$ cat src/rtl/mips_pkg.sv
// rtl/mips_pkg.sv - shared fetch-stage types and constants
package mips_pkg;

  typedef enum logic [1:0] {
    FS_IDLE  = 2'd0,
    FS_REQ   = 2'd1,
    FS_WAIT  = 2'd2,
    FS_DRAIN = 2'd3
  } fetch_state_e;

  localparam logic [1:0] JMP_NONE = 2'b00;
  localparam logic [1:0] JMP_J    = 2'b01;
  localparam logic [1:0] JMP_JR   = 2'b10;

  localparam logic [31:0] INST_NOP = 32'd0;

  function automatic logic [31:0] word_align(input logic [31:0] addr);
    return {addr[31:2], 2'b00};
  endfunction

endpackage

$ cat src/rtl/if_fetch_unit_if.sv
// rtl/if_fetch_unit_if.sv - instruction memory req/ack bus
interface if_fetch_unit_if;
  logic        IMEM_Req;
  logic [31:0] IMEM_Addr;
  logic        IMEM_Ack;
  logic [31:0] IMEM_RData;

  modport master (
    output IMEM_Req,
    output IMEM_Addr,
    input  IMEM_Ack,
    input  IMEM_RData
  );

  modport slave (
    input  IMEM_Req,
    input  IMEM_Addr,
    output IMEM_Ack,
    output IMEM_RData
  );
endinterface

$ cat src/rtl/fetch_fifo.sv
// rtl/fetch_fifo.sv - prefetch FIFO, power-of-two depth, clear beats push/pop
module fetch_fifo #(
  parameter int DEPTH = 2,
  parameter int W     = 64
) (
  input  logic                   clk_i,
  input  logic                   rst_ni,
  input  logic                   push_i,
  input  logic                   pop_i,
  input  logic                   clear_i,
  input  logic [W-1:0]           wdata_i,
  output logic [W-1:0]           rdata_o,
  output logic                   empty_o,
  output logic [$clog2(DEPTH):0] count_o
);
  localparam int AW = $clog2(DEPTH);
  localparam int CW = AW + 1;

  logic [W-1:0]  mem_q [DEPTH];
  logic [AW-1:0] rd_ptr_q, wr_ptr_q;
  logic [CW-1:0] count_q;

  // Pointers wrap naturally because DEPTH is a power of two
  always_ff @(posedge clk_i) begin
    if (!rst_ni || clear_i) begin
      rd_ptr_q <= '0;
      wr_ptr_q <= '0;
      count_q  <= '0;
    end else begin
      if (push_i) wr_ptr_q <= wr_ptr_q + AW'(1);
      if (pop_i)  rd_ptr_q <= rd_ptr_q + AW'(1);
      count_q <= count_q + CW'(push_i) - CW'(pop_i);
    end
  end

  always_ff @(posedge clk_i) begin
    if (push_i && !clear_i) mem_q[wr_ptr_q] <= wdata_i;
  end

  assign rdata_o = mem_q[rd_ptr_q];
  assign empty_o = (count_q == '0);
  assign count_o = count_q;

endmodule

$ cat src/rtl/if_fetch_unit.sv
// rtl/if_fetch_unit.sv - instruction fetch front end feeding the IF/ID register
module if_fetch_unit
  import mips_pkg::*;
#(
  parameter logic [31:0] RESET_PC   = 32'h0000_0000,
  parameter int          FIFO_DEPTH = 2
) (
  input  logic                   CLK,
  input  logic                   RESET,
  input  logic                   PCWrite,
  input  logic                   Branch,
  input  logic [1:0]             Jump,
  input  logic [31:0]            BTB_Addr,
  input  logic [31:0]            Jump_Addr,
  input  logic [31:0]            JR_Addr,
  if_fetch_unit_if.master        imem,
  output logic [31:0]            IF_Instruction,
  output logic [31:0]            IF_PC_4,
  output logic                   IF_Valid
);
  localparam int CW = $clog2(FIFO_DEPTH) + 1;

  fetch_state_e  state_q, state_d;
  logic [31:0]   fetch_pc_q, fetch_pc_d;
  logic [31:0]   drain_addr_q, drain_addr_d;
  logic [31:0]   target;
  logic          req, ack, redirect, push, pop;
  logic          fifo_empty;
  logic [63:0]   fifo_head;
  logic [CW-1:0] fifo_count, count_next;

  assign req      = (state_q == FS_REQ) || (state_q == FS_DRAIN);
  assign ack      = req && imem.IMEM_Ack;
  assign redirect = Branch || (Jump == JMP_J) || (Jump == JMP_JR);

  always_comb begin
    target = BTB_Addr;
    if (Jump == JMP_JR)     target = JR_Addr;
    else if (Jump == JMP_J) target = Jump_Addr;
    target = word_align(target);
  end

  // A redirect squashes both the in-flight push and the ID-side pop
  assign push       = (state_q == FS_REQ) && ack && !redirect;
  assign pop        = PCWrite && !fifo_empty && !redirect;
  assign count_next = fifo_count + CW'(push) - CW'(pop);

  always_comb begin
    state_d      = state_q;
    fetch_pc_d   = fetch_pc_q;
    drain_addr_d = drain_addr_q;
    if (redirect) begin
      fetch_pc_d = target;
      if (req && !ack) begin
        state_d = FS_DRAIN;
        // Keep the original address if we are already draining
        if (state_q == FS_REQ) drain_addr_d = fetch_pc_q;
      end else begin
        state_d = FS_REQ;
      end
    end else begin
      unique case (state_q)
        FS_IDLE: state_d = FS_REQ;
        FS_REQ: begin
          if (push) fetch_pc_d = fetch_pc_q + 32'd4;
          state_d = (count_next < CW'(FIFO_DEPTH)) ? FS_REQ : FS_WAIT;
        end
        FS_WAIT:  if (pop) state_d = FS_REQ;
        FS_DRAIN: if (ack) state_d = FS_REQ;
        default:  state_d = FS_IDLE;
      endcase
    end
  end

  always_ff @(posedge CLK) begin
    if (!RESET) begin
      state_q      <= FS_IDLE;
      fetch_pc_q   <= RESET_PC;
      drain_addr_q <= RESET_PC;
    end else begin
      state_q      <= state_d;
      fetch_pc_q   <= fetch_pc_d;
      drain_addr_q <= drain_addr_d;
    end
  end

  fetch_fifo #(
    .DEPTH (FIFO_DEPTH),
    .W     (64)
  ) u_fifo (
    .clk_i   (CLK),
    .rst_ni  (RESET),
    .push_i  (push),
    .pop_i   (pop),
    .clear_i (redirect),
    .wdata_i ({imem.IMEM_RData, fetch_pc_q + 32'd4}),
    .rdata_o (fifo_head),
    .empty_o (fifo_empty),
    .count_o (fifo_count)
  );

  assign imem.IMEM_Req  = req;
  assign imem.IMEM_Addr = (state_q == FS_DRAIN) ? drain_addr_q : fetch_pc_q;

  assign IF_Valid       = !fifo_empty;
  assign IF_Instruction = fifo_empty ? INST_NOP : fifo_head[63:32];
  assign IF_PC_4        = fifo_empty ? 32'd0    : fifo_head[31:0];

endmodule

$ cat src/flat_wrapper.sv
// flat-port wrapper written by rule: the top's interface ports become plain ports
module if_fetch_unit_flat import mips_pkg::*;
#(
  parameter logic [31:0] RESET_PC   = 32'h0000_0000,
  parameter int          FIFO_DEPTH = 2
)
  (CLK, RESET, PCWrite, Branch, Jump, BTB_Addr, Jump_Addr, JR_Addr, IF_Instruction, IF_PC_4, IF_Valid, imem_IMEM_Req, imem_IMEM_Addr, imem_IMEM_Ack, imem_IMEM_RData);
  if_fetch_unit_if imem_i ();
  input  logic CLK;
  input  logic RESET;
  input  logic PCWrite;
  input  logic Branch;
  input  logic [1:0] Jump;
  input  logic [31:0] BTB_Addr;
  input  logic [31:0] Jump_Addr;
  input  logic [31:0] JR_Addr;
  output logic [31:0] IF_Instruction;
  output logic [31:0] IF_PC_4;
  output logic IF_Valid;
  output wire logic [$bits(imem_i.IMEM_Req)-1:0] imem_IMEM_Req;
  output wire logic [$bits(imem_i.IMEM_Addr)-1:0] imem_IMEM_Addr;
  input wire logic [$bits(imem_i.IMEM_Ack)-1:0] imem_IMEM_Ack;
  input wire logic [$bits(imem_i.IMEM_RData)-1:0] imem_IMEM_RData;
  assign imem_IMEM_Req = imem_i.IMEM_Req;
  assign imem_IMEM_Addr = imem_i.IMEM_Addr;
  assign imem_i.IMEM_Ack = imem_IMEM_Ack;
  assign imem_i.IMEM_RData = imem_IMEM_RData;
  if_fetch_unit #(.RESET_PC(RESET_PC), .FIFO_DEPTH(FIFO_DEPTH)) u_core (.CLK(CLK), .RESET(RESET), .PCWrite(PCWrite), .Branch(Branch), .Jump(Jump), .BTB_Addr(BTB_Addr), .Jump_Addr(Jump_Addr), .JR_Addr(JR_Addr), .imem(imem_i), .IF_Instruction(IF_Instruction), .IF_PC_4(IF_PC_4), .IF_Valid(IF_Valid));
endmodule
$ cat config.mk
export PLATFORM = sky130hd
export DESIGN_NAME = if_fetch_unit_flat
export DESIGN_NICKNAME = d
export VERILOG_FILES = /design/src/rtl/mips_pkg.sv /design/src/rtl/if_fetch_unit_if.sv /design/src/rtl/fetch_fifo.sv /design/src/rtl/if_fetch_unit.sv /design/src/flat_wrapper.sv
export SDC_FILE = /design/constraint.sdc
export NUM_CORES = 1
export LEC_CHECK = 0
export BUFFER_PORTS_ARGS = -buffer_cell sky130_fd_sc_hd__buf_2
export CORE_AREA = 2 2 100 198
export DETAILED_ROUTE_END_ITERATION = 10
export DIE_AREA = 0 0 102 200
export HOLD_SLACK_MARGIN = 0.06
export PLACE_DENSITY = 0.85
export SYNTH_ARGS = -nofsm -noshare
export SYNTH_HDL_FRONTEND = slang
export SYNTH_SLANG_ARGS = --single-unit
$ cat constraint.sdc
create_clock -name CLK -period 13.6 [get_ports CLK]
set_clock_uncertainty 0.2 [all_clocks]
set_input_delay 2.72 -clock CLK [delete_from_list [all_inputs] [get_ports CLK]]
set_output_delay 2.72 -clock CLK [all_outputs]
set_load 0.005 [all_outputs]
# ---- Word-level counts from Yosys, hierarchy flattened
# Memories as Yosys holds them, arrays and structs flattened. A register that Yosys moved wholly into a read port is not among the register bits.
# Index checks and enable logic that the tools add are counted.
dict set report totals {
  register_bits 70
  ramBits 128
  input_bits 135
  mem_count 1
}
dict set report op_classes {
  n_addsub 5
  order_cmp 1
  n_eq_ne 7
  muxes 18
  bitwise_logic 1
  n_reduce_logical 24
}
# memory words width read_ports rd_ports_with_merged_regs write_ports line
set memory_table {}
lappend memory_table {u_core.u_fifo.mem_q 2 64 1 1 1 fetch_fifo.sv:19} ;# logic [W-1:0] mem_q [DEPTH];
# op count
set op_table {}
lappend op_table {{$mux W32} 8}
lappend op_table {{$add A32 B3 Y32 const B} 1}
lappend op_table {{$mux W2} 5}
lappend op_table {{$pmux W2 S4} 1}
lappend op_table {{$logic_and A1 B1 Y1} 7}
lappend op_table {{$eq A2 B2 Y1 const B} 3}
lappend op_table {{$ne A3 B1 Y1 const B} 2}
lappend op_table {{$reduce_and A2 Y1} 3}
lappend op_table {{$eq A2 B1 Y1 const B} 2}
lappend op_table {{$logic_not A1 Y1} 4}
lappend op_table {{$logic_not A2 Y1} 2}
lappend op_table {{$logic_or A1 B1 Y1} 4}
lappend op_table {{$mux W1} 4}
lappend op_table {{$reduce_bool A2 Y1} 2}
lappend op_table {{$reduce_and A3 Y1} 1}
lappend op_table {{$add A1 B1 Y1 const B} 2}
lappend op_table {{$add A2 B1 Y2} 1}
lappend op_table {{$lt A2 B2 Y1 const B} 1}
lappend op_table {{$reduce_or A2 Y1} 1}
lappend op_table {{$sub A2 B1 Y2} 1}
lappend op_table {{$not A1 Y1} 1}

# ---- Longest topological paths before layout
dict set report logic_depth {
  depth_word 11
  ltp_mapped 14
  depth_no_buf 11
}

# ---- Modules after synthesis
# Synthesis repeated with hierarchy kept, for this count alone.
dict set report unflattened {
  hier_cells 945
  area_unflattened_um2 10395.0
}
# module n_inst cells_each area_each_um2 seq_area_each_um2
set modules_own_cells {}
lappend modules_own_cells {if_fetch_unit 1 724 5252.5 1241.2}
lappend modules_own_cells {fetch_fifo 1 221 5142.4 3943.8}

# ---- Worst setup path before layout
# Ideal clock, no wire load.
dict set report synth_timing {
  kind {in2reg}
  from {in Jump[1]}
  to {mem u_core.u_fifo.mem_q[0][10], enable pin}
  setup_ps 482
  t_arrival_ps 6571
  required_time_ps 12918
  path_slack_ps 6347
  cell_stages 7
  cell_sequence {clkbuf_1 > xnor2_1 > nor2b_1 > clkbuf_1 > clkbuf_1 > nand2_1 > nor2_1}
}
dict set report synth_via {
  elab_chain_len 8
}
# element line
set synth_lines {}
lappend synth_lines {{start, declared} flat_wrapper.sv:13} ;# input logic [1:0] Jump;
lappend synth_lines {{$eq A2 B1 Y1} if_fetch_unit.sv:34} ;# assign redirect = Branch || (Jump == JMP_J) || (Jump == JMP_JR);
lappend synth_lines {{$logic_or A1 B1 Y1} if_fetch_unit.sv:34}
lappend synth_lines {{$logic_or A1 B1 Y1 (*)} if_fetch_unit.sv:34}
lappend synth_lines {{$logic_not A1 Y1 (*)} {fetch_fifo.sv:37, if_fetch_unit.sv:44}}
lappend synth_lines {{$logic_and A1 B1 Y1} if_fetch_unit.sv:44} ;# assign push = (state_q == FS_REQ) && ack && !redirect;
lappend synth_lines {{$logic_and A1 B1 Y1 (*)} fetch_fifo.sv:37} ;# if (push_i && !clear_i) mem_q[wr_ptr_q] <= wdata_i;
lappend synth_lines {{$mux W1 (*)} fetch_fifo.sv:37}
lappend synth_lines {{$mux W1 (not written as such) (*)} fetch_fifo.sv:37}
lappend synth_lines {{end, declared} fetch_fifo.sv:19}
# Every way passes the cells marked *; elsewhere a longest branch is shown, timed or not.

# ---- Worst setup path after layout
dict set report layout_timing {
  from {in Branch}
  to {reg u_core.drain_addr_q[29]}
}
dict set report layout_via {
  elab_chain_len 3
}
# element line
set layout_lines {}
lappend layout_lines {{start, declared} flat_wrapper.sv:12} ;# input logic Branch;
lappend layout_lines {{$logic_or A1 B1 Y1 (2 in a row)} if_fetch_unit.sv:34}
lappend layout_lines {{$reduce_and A3 Y1 (no line)} --}
lappend layout_lines {{end signal, assigned} if_fetch_unit.sv:83} ;# drain_addr_q <= drain_addr_d;
lappend layout_lines {{end, declared} if_fetch_unit.sv:25} ;# logic [31:0] drain_addr_q, drain_addr_d;
# Every way passes these cells.
# A chain may end at the register's enable or synchronous reset.

==> flow_summary.toml <==
[status]
status = "finished, final reports clean"

[clocking]
hold_buffers = 0
cts.sinks = 191
cts_buffer_depth = 2
postCtsSetupRepairBufs = 0
root_buffer = "clkbuf_16"
clkLatencyLatePin_ps = 430
cts_buffers = 17
cts_resized = 0
clk_pin_slew_ps = 70
cts_tree = "done"
ctsHtreeMaxLevel = 4

[timing]
finalWorstSetupSlack_ps = 7850
drv_slew = 0
setup_viol = 0
relSlewSlack = 0.297
max_freq_mhz = 174
finalSetupTns_ps = 0
post-route-min-period_ps = 5750
finalCritPeriodShare = 0.423
tightest_slew_ps = 1050
hold_viol_final = 0
rsz0062_at_grt = "false"

[global_routing]
antenna_found_initial = 0
grt_pass1_wl_um = 34600
grt_pass1_vias = 7251
grt_max_degree = 79
grt_usage = 0.216
grt_overflow = 0

[finish]
area_growth_pct = 17.7
fin_nets = 1208
num-fill-cells = 1568
drive_above_1_share = 0.282
multi_input_area_um2 = 4190
finalCoreUtilization = 0.603
antenna_cells = 0
regArea_um2 = 5070
stdcell_count = 1338

[worst_setup_path]
r2r_end = "u_core.u_fifo.mem_q[1][24]"
path_depth = 6
worst_path_largest_cell_delay_ps = 930
end_kind = "register"
reg2regPathDepth = 6
cp.required_ps = 13720
cp.arrival_ps = 5870
r2r_setup_slack_ps = 10390
crit_slowest_cell = "nand3b_1"
cp_top_family = "simple AND/OR/NAND/NOR gates"
critPathBufInv = 2
reg2reg_from = "u_core.fetch_pc_q[2]"
cp_cell_sequence = "buf_2 > nand2b_1 > nand3b_1 > buf_4 > mux2i_1 > nor2b_1"
path_max_fanout = 54
crit_type = "primary input to register"
critPathLaunchType = "primary input"

[floorplan]
core_area_um2 = 18800
initial_core_util = 0.512
dieHeight_um = 200
ioPinCount = 233
die_area_um2 = 20400
rows = 71
dieWidth_um = 102

[pwr]
cellLeakagePower_nw = 4.55
pwr_density_cell_nw_per_um2 = 110
vdd_drop_max_v = 0.0000707

[yosys]
avgSynthCellArea_um2 = 10.7
synthCells = 905
synth_top_flop_cell = "edfxtp_1"
synth-async-reset-ratio = 0
synth_edf_count = 124
yosys.cell_types.count = 58
seq_area_frac_synth = 0.525
synth_area_um2 = 9640
ys_warn_count = 0
yosys_register_bits = 191

[routing]
viasPerCell = 5.58
vias = 7465
post_drt_wl_per_cell_um = 16.3
ant_nets = 0
drt-initial-drc-count = 466
first_pass_iters = 5
routed_wirelength_um = 21900
drc_errors = 0

[worst_hold_path]
min-delay-path-class = "register to register"
min_from = "u_core.u_fifo.rd_ptr_q"
hold-path-cell-count = 2

[placement]
dp_cells = 1306
hpwl_um = 15500
io_buffer_count = 222
place_ws_ps = 7390
gp_congestion = 0.925

[job]
max-cap-violations = 0
registers in the layout (all words and copies together) (netlist names), named ones only:
name and count:
u_core.state_q 2, u_core.fetch_pc_q 30, u_core.u_fifo.mem_q 124, u_core.u_fifo.wr_ptr_q 1, u_core.drain_addr_q 30, u_core.u_fifo.rd_ptr_q 1, u_core.u_fifo.count_o 2
cells in the final DEF (no fill, tap or decap), types with 5 or more instances in the layout:
master / count
nand2b_1: 8
nor2b_1: 32
inv_1: 9
buf_4: 10
nand4_1: 15
edfxtp_1: 124
o211ai_1: 12
and3_1: 29
a21boi_0: 5
o31ai_1: 7
clkbuf_16: 17
nor2_1: 89
o21ai_0: 27
mux2_2: 30
a31oi_1: 5
dfxtp_1: 66
a21oi_1: 48
nand3_1: 28
nand2_1: 46
mux2i_1: 97
o21a_1: 12
or4_1: 6
buf_2: 222
nor3_1: 10
nor4_1: 7
xor2_1: 14
xnor2_1: 20
a211oi_1: 12
stage by stage:
step,hold slack [ps],cell area (um2),power [mW]
after floorplan,272,9650,0.751
after global placement,287,10800,0.796
after detailed placement,290,10800,0.801
after CTS,314,11400,1.26
after global routing,351,11400,1.30
final,315,11400,1.25
report_power, final:
group | internal (mW) | leakage, nW | switching [mW]
logic | 0.0619 | 2.60 | 0.0688
clock network | 0.241 | 0.271 | 0.222
registers | 0.636 | 1.67 | 0.0231
total | 0.939 | 4.55 | 0.314
layout make-up:
cell class | instances | area share
repair buffers | 232 | 0.104
well taps | 255 | 0.0281
inverters | 9 | 0.00298
clock buffers | 18 | 0.0378
clock inverters | 14 | 0.0108
multi-input cells | 619 | 0.369
flip-flops and latches | 191 | 0.446
cells in the mapped netlist (all sizes together), types with 22 or more instances:
cell type,count,share of area
mux2,30,0.035
mux2i,97,0.10
nand2,46,0.018
and3,30,0.019
dfxtp,67,0.14
nor2,91,0.035
clkbuf,67,0.026
nand3,28,0.015
o21ai,27,0.014
nor2b,32,0.021
buf,22,0.013
edfxtp,124,0.39
a21oi,48,0.025
per-layer routing:
metal,global-route usage,share of wire
met5,0,0
met4,0.107,0.036
met3,0.0477,0.055
met2,0.394,0.53
met1,0.229,0.37
cells by family (layout without fill, tap and decap cells):
| kind of cell | Yosys count | after routing | synth area share |
|---|---|---|---|
| simple gates | 295 | 295 | 0.156 |
| flops | 191 | 191 | 0.525 |
| compound gates | 156 | 156 | 0.105 |
| mux | 127 | 127 | 0.136 |
| buf+inv | 98 | 273 | 0.0427 |
| xor+xnor | 34 | 34 | 0.0309 |
| fa+ha+maj | 3 | 3 | 0.00389 |
| other cells | 1 | 4 | 0.000389 |
worst max-delay path by stage:
stage	from	to	slack [ps]
after detailed placement	Branch	u_core.drain_addr_q[29]	7390
after global placement	Branch	u_core.drain_addr_q[19]	7480
final	Branch	u_core.drain_addr_q[29]	7850
after global routing	Branch	u_core.drain_addr_q[18]	7640
after CTS	Branch	u_core.drain_addr_q[29]	7880
after floorplan	Jump[1]	u_core.u_fifo.mem_q[0][10]	6350
worst register-to-register path: stages (launching register included):
cell and delay, ps:
dfxtp_1 490, ha_1 260, nand3_1 410, or3_1 690, nor3_1 560, nand3_1 170
xnor2_1 170
No activity file was read; power rests on OpenSTA's default activity.
